--- src/rtl/bcd_pkg.sv ---
// rtl/bcd_pkg.sv - shared BCD constants, timer state encoding and digit check
package bcd_pkg;

    localparam int               BCD_W   = 4;
    localparam logic [BCD_W-1:0] BCD_MAX = 4'd9;

    typedef enum logic [1:0] {
        IDLE,
        RUN,
        EXPIRED
    } timer_state_t;

    function automatic logic is_bcd(input logic [BCD_W-1:0] nibble);
        return nibble <= BCD_MAX;
    endfunction

endpackage

--- src/rtl/bcd_countdown_timer_if.sv ---
// rtl/bcd_countdown_timer_if.sv - control and display bundle of the BCD countdown timer
interface bcd_countdown_timer_if
    import bcd_pkg::*;
#(
    parameter int DIGITS = 3
);

    logic                      load;
    logic [BCD_W*DIGITS-1:0]   load_value;
    logic                      start;
    logic                      stop;
    logic                      enable;
    logic [BCD_W*DIGITS-1:0]   digits;
    logic                      done;
    logic                      zero;
    logic                      busy;
    logic                      load_err;

    modport master (
        output load, load_value, start, stop, enable,
        input  digits, done, zero, busy, load_err
    );

    modport slave (
        input  load, load_value, start, stop, enable,
        output digits, done, zero, busy, load_err
    );

endinterface

--- src/rtl/bcd_down_digit.sv ---
// rtl/bcd_down_digit.sv - one BCD decade of the down counter with borrow output
module bcd_down_digit
    import bcd_pkg::*;
(
    input  logic             clk,
    input  logic             reset_n,
    input  logic             dec,
    input  logic             ld,
    input  logic [BCD_W-1:0] ld_val,
    output logic [BCD_W-1:0] q,
    output logic             borrow_out
);

    logic [BCD_W-1:0] val_q;
    logic [BCD_W-1:0] val_d;

    always_comb begin
        val_d = val_q;
        if (ld) begin
            val_d = ld_val;
        end else if (dec) begin
            val_d = (val_q == '0) ? BCD_MAX : val_q - 1'b1;
        end
    end

    always_ff @(posedge clk) begin
        if (!reset_n) begin
            val_q <= '0;
        end else begin
            val_q <= val_d;
        end
    end

    assign q          = val_q;
    assign borrow_out = dec & (val_q == '0);

endmodule

--- src/rtl/bcd_countdown_timer.sv ---
// rtl/bcd_countdown_timer.sv - loadable multi-decade BCD down counter with run/stop and terminal pulse
module bcd_countdown_timer
    import bcd_pkg::*;
#(
    parameter int DIGITS      = 3,
    parameter bit AUTO_RELOAD = 1'b0
) (
    input  logic                 clk,
    input  logic                 reset_n,
    bcd_countdown_timer_if.slave bus
);

    localparam int           W   = BCD_W * DIGITS;
    localparam logic [W-1:0] ONE = W'(1);

    timer_state_t state_q, state_d;
    logic [W-1:0] preset_q, preset_d;
    logic         done_q, done_d;
    logic         load_err_q, load_err_d;
    logic [W-1:0] digits_w;
    logic [W-1:0] ld_val;
    logic         load_ok;
    logic         ld;
    logic         dec_en;

    always_comb begin
        load_ok = 1'b1;
        for (int i = 0; i < DIGITS; i++) begin
            if (!is_bcd(bus.load_value[i*BCD_W +: BCD_W])) begin
                load_ok = 1'b0;
            end
        end
    end

    // Strict priority: an asserted higher input blocks the lower ones even if it has no effect.
    always_comb begin
        state_d    = state_q;
        preset_d   = preset_q;
        done_d     = 1'b0;
        load_err_d = 1'b0;
        ld         = 1'b0;
        ld_val     = bus.load_value;
        dec_en     = 1'b0;
        if (bus.load) begin
            if (load_ok) begin
                ld       = 1'b1;
                preset_d = bus.load_value;
                state_d  = IDLE;
            end else begin
                load_err_d = 1'b1;
            end
        end else if (bus.stop) begin
            if (state_q == RUN) begin
                state_d = IDLE;
            end
        end else if (bus.start) begin
            if (state_q == IDLE && digits_w != '0) begin
                state_d = RUN;
            end
        end else if (bus.enable && state_q == RUN) begin
            dec_en = 1'b1;
            if (digits_w == ONE) begin
                done_d = 1'b1;
                if (AUTO_RELOAD) begin
                    ld     = 1'b1;
                    ld_val = preset_q;
                end else begin
                    state_d = EXPIRED;
                end
            end
        end
    end

    always_ff @(posedge clk) begin
        if (!reset_n) begin
            state_q    <= IDLE;
            preset_q   <= '0;
            done_q     <= 1'b0;
            load_err_q <= 1'b0;
        end else begin
            state_q    <= state_d;
            preset_q   <= preset_d;
            done_q     <= done_d;
            load_err_q <= load_err_d;
        end
    end

    for (genvar i = 0; i < DIGITS; i++) begin : g_digit
        logic dec_in;
        logic bout;
        if (i == 0) begin : g_lsd
            assign dec_in = dec_en;
        end else begin : g_chain
            assign dec_in = g_digit[i-1].bout;
        end
        bcd_down_digit u_digit (
            .clk        (clk),
            .reset_n    (reset_n),
            .dec        (dec_in),
            .ld         (ld),
            .ld_val     (ld_val[i*BCD_W +: BCD_W]),
            .q          (digits_w[i*BCD_W +: BCD_W]),
            .borrow_out (bout)
        );
    end

    // A borrow out of the top decade would mean RUN at zero, which start gating rules out.
    underflow_a: assert property (@(posedge clk) disable iff (!reset_n) !g_digit[DIGITS-1].bout);

    assign bus.digits   = digits_w;
    assign bus.done     = done_q;
    assign bus.load_err = load_err_q;
    assign bus.zero     = (digits_w == '0);
    assign bus.busy     = (state_q == RUN);

endmodule

--- src/flat_wrapper.sv ---
// flat-port wrapper written by rule: the top's interface ports become plain ports
module bcd_countdown_timer_flat import bcd_pkg::*;
#(
    parameter int DIGITS      = 3,
    parameter bit AUTO_RELOAD = 1'b0
)
  (clk, reset_n, bus_load, bus_load_value, bus_start, bus_stop, bus_enable, bus_digits, bus_done, bus_zero, bus_busy, bus_load_err);
  bcd_countdown_timer_if #(.DIGITS(DIGITS)) bus_i ();
  input  logic clk;
  input  logic reset_n;
  input wire logic [$bits(bus_i.load)-1:0] bus_load;
  input wire logic [$bits(bus_i.load_value)-1:0] bus_load_value;
  input wire logic [$bits(bus_i.start)-1:0] bus_start;
  input wire logic [$bits(bus_i.stop)-1:0] bus_stop;
  input wire logic [$bits(bus_i.enable)-1:0] bus_enable;
  output wire logic [$bits(bus_i.digits)-1:0] bus_digits;
  output wire logic [$bits(bus_i.done)-1:0] bus_done;
  output wire logic [$bits(bus_i.zero)-1:0] bus_zero;
  output wire logic [$bits(bus_i.busy)-1:0] bus_busy;
  output wire logic [$bits(bus_i.load_err)-1:0] bus_load_err;
  assign bus_i.load = bus_load;
  assign bus_i.load_value = bus_load_value;
  assign bus_i.start = bus_start;
  assign bus_i.stop = bus_stop;
  assign bus_i.enable = bus_enable;
  assign bus_digits = bus_i.digits;
  assign bus_done = bus_i.done;
  assign bus_zero = bus_i.zero;
  assign bus_busy = bus_i.busy;
  assign bus_load_err = bus_i.load_err;
  bcd_countdown_timer #(.DIGITS(DIGITS), .AUTO_RELOAD(AUTO_RELOAD)) u_core (.clk(clk), .reset_n(reset_n), .bus(bus_i));
endmodule
--- config.mk ---
export PLATFORM = sky130hd
export DESIGN_NAME = bcd_countdown_timer_flat
export DESIGN_NICKNAME = d
export VERILOG_FILES = /design/src/rtl/bcd_pkg.sv /design/src/rtl/bcd_countdown_timer_if.sv /design/src/rtl/bcd_down_digit.sv /design/src/rtl/bcd_countdown_timer.sv /design/src/flat_wrapper.sv
export SDC_FILE = /design/constraint.sdc
export NUM_CORES = 1
export LEC_CHECK = 0
export CORE_AREA = 8 8 61 63
export DETAILED_ROUTE_END_ITERATION = 10
export DIE_AREA = 0 0 69 71
export GPL_TIMING_DRIVEN = 1
export HOLD_SLACK_MARGIN = 0.03
export PLACE_DENSITY = 0.64
export SYNTH_ARGS = -nofsm -noshare
export SYNTH_HDL_FRONTEND = slang
export SYNTH_HIERARCHICAL = 1
export SYNTH_SLANG_ARGS = --single-unit
--- constraint.sdc ---
create_clock -name clk -period 8.1 [get_ports clk]
set_clock_uncertainty 0.05 [all_clocks]
set_input_delay 1.62 -clock clk [delete_from_list [all_inputs] [get_ports clk]]
set_output_delay 1.62 -clock clk [all_outputs]
set_load 0.1 [all_outputs]
Yosys cells after proc, flatten, opt, wreduce, memory -nomap -nowiden:

Cells that the tools add are included.

* bits in registers: 16
* input bits: 18
* output and inout port bits: 16
* word-level logic and storage cells: 65

* $add $sub $neg: 3
* order comparisons: 3
* eq/ne operators: 5
* multiplexer cells: 28
* bitwise gates (word level): 4
* reduce and logical (&&, ||, !) cells: 16

Operator list (count)
* $mux 4: 9
* $mux 2: 8
* $eq 12x1->1 const B: 1
* $le 4x4->1 const B: 3
* $logic_not 12->1: 1
* $logic_not 4->1: 3
* $reduce_bool 12->1: 1
* $sub 4x1->4 const B: 3
* $mux 1: 11
* $reduce_bool 4->1: 2
* $reduce_bool 2->1: 3
* $reduce_and 5->1: 1
* $reduce_or 5->1: 1
* $ne 4x2->1 const B: 1
* $ne 3x2->1 const B: 1
* $and 1x1->1: 2
* $eq 2x1->1 const B: 1
* $logic_and 1x1->1: 2
* $logic_not 2->1: 1
* $ne 2x1->1 const B: 1
* $not 1->1: 2
* $reduce_and 2->1: 1

Depth between registers and ports, before layout:

* depth after elaboration: 10
* gate-level depth with buffers: 10
* mapped depth without buffers: 10

By module:

Netlist, hierarchy kept.

By module, submodules not included
* bcd_down_digit: instances 3, cells each 23, area each 210.2 um^2, sequential area each 80.1 um^2
* bcd_countdown_timer: instances 1, cells each 32, area each 294.0 um^2, sequential area each 80.1 um^2

Worst setup path before layout:

No wires, ideal clock.

* path kind: register to output
* start point: register u_core.g_digit[2].u_digit.val_q[3]
* end point: output port bus_zero
* arrival: 2.496 ns
* required time: 6.430 ns
* setup slack: 3.934 ns
* stages on the path, launching flop included: 3
* buffers on the path: 0
* path through: dfxtp_1 -> or4_4 -> nor4_4

* cells in the longest elaborated chain, start to end: 1

RTL lines
* start, declared: line bcd_down_digit.sv:14 `logic [BCD_W-1:0] val_q;`
* start signal, assigned: line bcd_down_digit.sv:30 `val_q <= val_d;`
* $logic_not 12->1: line bcd_countdown_timer.sv:113 `assign bus.zero = (digits_w == '0);`
* end, declared: line flat_wrapper.sv:18 `output wire logic [$bits(bus_i.zero)-1:0] bus_zero;`

Every way passes these cells.

Worst setup path after layout:

* start point: register u_core.g_digit[2].u_digit.val_q[2]
* end point: output port bus_zero

Same word-level chain as after synthesis.

==> results.cfg <==
[sta]
relSlewSlack_pct = 33.9
tightest_slew_ps = 988
fin_crit_sh_pct = 54.4
rsz0062_at_grt = no
fin_ws_ps = 3700
final.setup.tns_ps = 0
max_freq_ghz = 0.227
min_period_ps = 4400
final-max-slew-violation-count = 0
setup_viol = 0
hold_violations = 0

[route]
viasPerCell = 5.29
wire_per_inst_microns = 14.7
first_pass_iters = 4
drt_iter0_markers = 36
final_antenna_net_count = 0
wl_mm = 2.50
drc_errors = 0
route.vias.total = 900

[grt]
grt_max_degree = 17
grt_pass1_wl_mm = 4.13
grt_pass1_vias = 915
antenna_found_initial = 0
grt_overflow = 0
grt.total_usage_pct = 10.1

[critical_path]
worstPathRequired_ps = 6430
crit_start = u_core/g_digit[2].u_digit/q[2]
reg2reg_slack_ps = 5240
cp.arrival_ps = 2730
crit_type = flip-flop to output port
cp.depth = 3
max_stage_delay_ps = 1180
path_buf_inv = 1
crit_slowest_cell = clkdlybuf4s50_1
cp-endpoint = bus_zero
r2r-end = u_core/g_digit[2].u_digit/q[3]
crit_path_cell_trace = or4_4, nor4_4, clkdlybuf4s50_1
cp-end-kind = output port
path_delay_family = buffers and inverters
crit_path_start_kind = flip-flop
worstRegToRegCells = 10
crit_fanout = 5
r2r_start = u_core/state_q[0]

[cells_and_area]
diodes = 0
regArea_sq_um = 320
drive_above_1_share_pct = 9.49
multiInputGateArea_sq_um = 583
nets = 156
fillerInstances = 305
syn2layout_area_growth_pct = 44.4
stdcell_count = 170

[synthesis]
syn_inst = 100
yosysWarnings = 6
syn-num-nets = 118
syn_area_sq_um = 918
syn_avg_cell_area_sq_um = 9.18

[flow_run]
maxCapViolations = 0

[place]
post-dp-hpwl_mm = 1.95
place_inst = 166
port_buffers = 33
gp_congestion = 0.787
post-place-ws_ps = 3440

[clocking]
cts_made_buffers = 3
htree_levels = 1
ctsResizeCount = 0
cts_setup_buffers = 0
clockBufferDepth = 2
cts.sinks = 16
cts_tree = yes
clock_latency_ps = 290
cts_root_buf = clkbuf_4
clk_pin_slew_ps = 90
hold_buffers = 0

[power_and_ir_drop]
power.leakage_nw = 0.443
ir_worst_vdd_mv = 0.0889
power.density_nw_per_um2 = 171

[die]
rows = 20
die_area_sq_um = 4900
core_area_sq_um = 2850
ioPinCount = 34
die_h_microns = 71
initial_core_util_pct = 32.2
die_w_microns = 69

[worst_hold_path]
min_path_type = flip-flop to flip-flop
min_from = u_core/g_digit[0].u_digit/q[3]

[outcome]
status = completed
worst min-delay path by stage:
stage | to | slack, ps | cells past startpoint
after floorplan | u_core/state_q[0] | 550 | 2
after global placement | u_core/g_digit[2].u_digit/q[2] | 500 | 2
after detailed placement | u_core/g_digit[2].u_digit/q[2] | 510 | 2
after CTS | u_core/g_digit[0].u_digit/q[2] | 520 | 2
after global routing | u_core/g_digit[0].u_digit/q[2] | 560 | 2
final | u_core/g_digit[0].u_digit/q[2] | 520 | 2
state kept, by name (all words and copies together), names as in the netlist:
| register | flops |
|---|---|
| u_core/bus.done | 1 |
| u_core/g_digit.u_digit/q | 12 |
| u_core/bus.load_err | 1 |
| u_core/state_q | 2 |
power breakdown:
group / internal [mW] / leakage [nW] / switching [mW]
clock network: 0.0274 / 0.0210 / 0.0256
registers: 0.0830 / 0.131 / 0.00740
logic: 0.0277 / 0.291 / 0.0561
total: 0.138 / 0.443 / 0.0891
tightest hold or removal path, cell delays in order (launching register included):
cell	delay [ps]
dfxtp_1	380
nand2_1	80
a31oi_1	70
routing by layer:
layer	wire length, microns	GRT usage [%]	vias to the layer above
met5	0	0	-
met4	47	5.47	0
met3	206	3.64	5
met2	1090	15.5	34
met1	1150	11.9	407
li1	-	-	454
layout by cell type, fill, tap and decap left out, drive strengths merged, types with 4 or more instances in the layout:
cell type	n
clkdlybuf4s50	33
o21ai	18
dfxtp	16
a21oi	9
a31oi	6
nor2	5
inv	4
or3	4
clkbuf	4
nand2b	4
stage by stage:
stage / power, mW / hold slack, ps / util, % / area [sq um]
after floorplan: 0.151 / 547 / - / 918
after global placement: 0.176 / 502 / 45.2 / 1290
after detailed placement: 0.176 / 508 / 45.2 / 1290
after CTS: 0.229 / 522 / 46.5 / 1330
after global routing: 0.238 / 556 / 46.5 / 1330
final: 0.227 / 519 / 46.5 / 1330
layout make-up:
type / instances / area share (%)
Clock buffer: 4 / 2.74
Inverter: 4 / 1.13
Multi-Input combinational cell: 80 / 44.0
Sequential cell: 16 / 24.2
Tap cell: 33 / 3.11
Timing Repair Buffer: 33 / 24.9
Power figures use the tool's default switching activity.
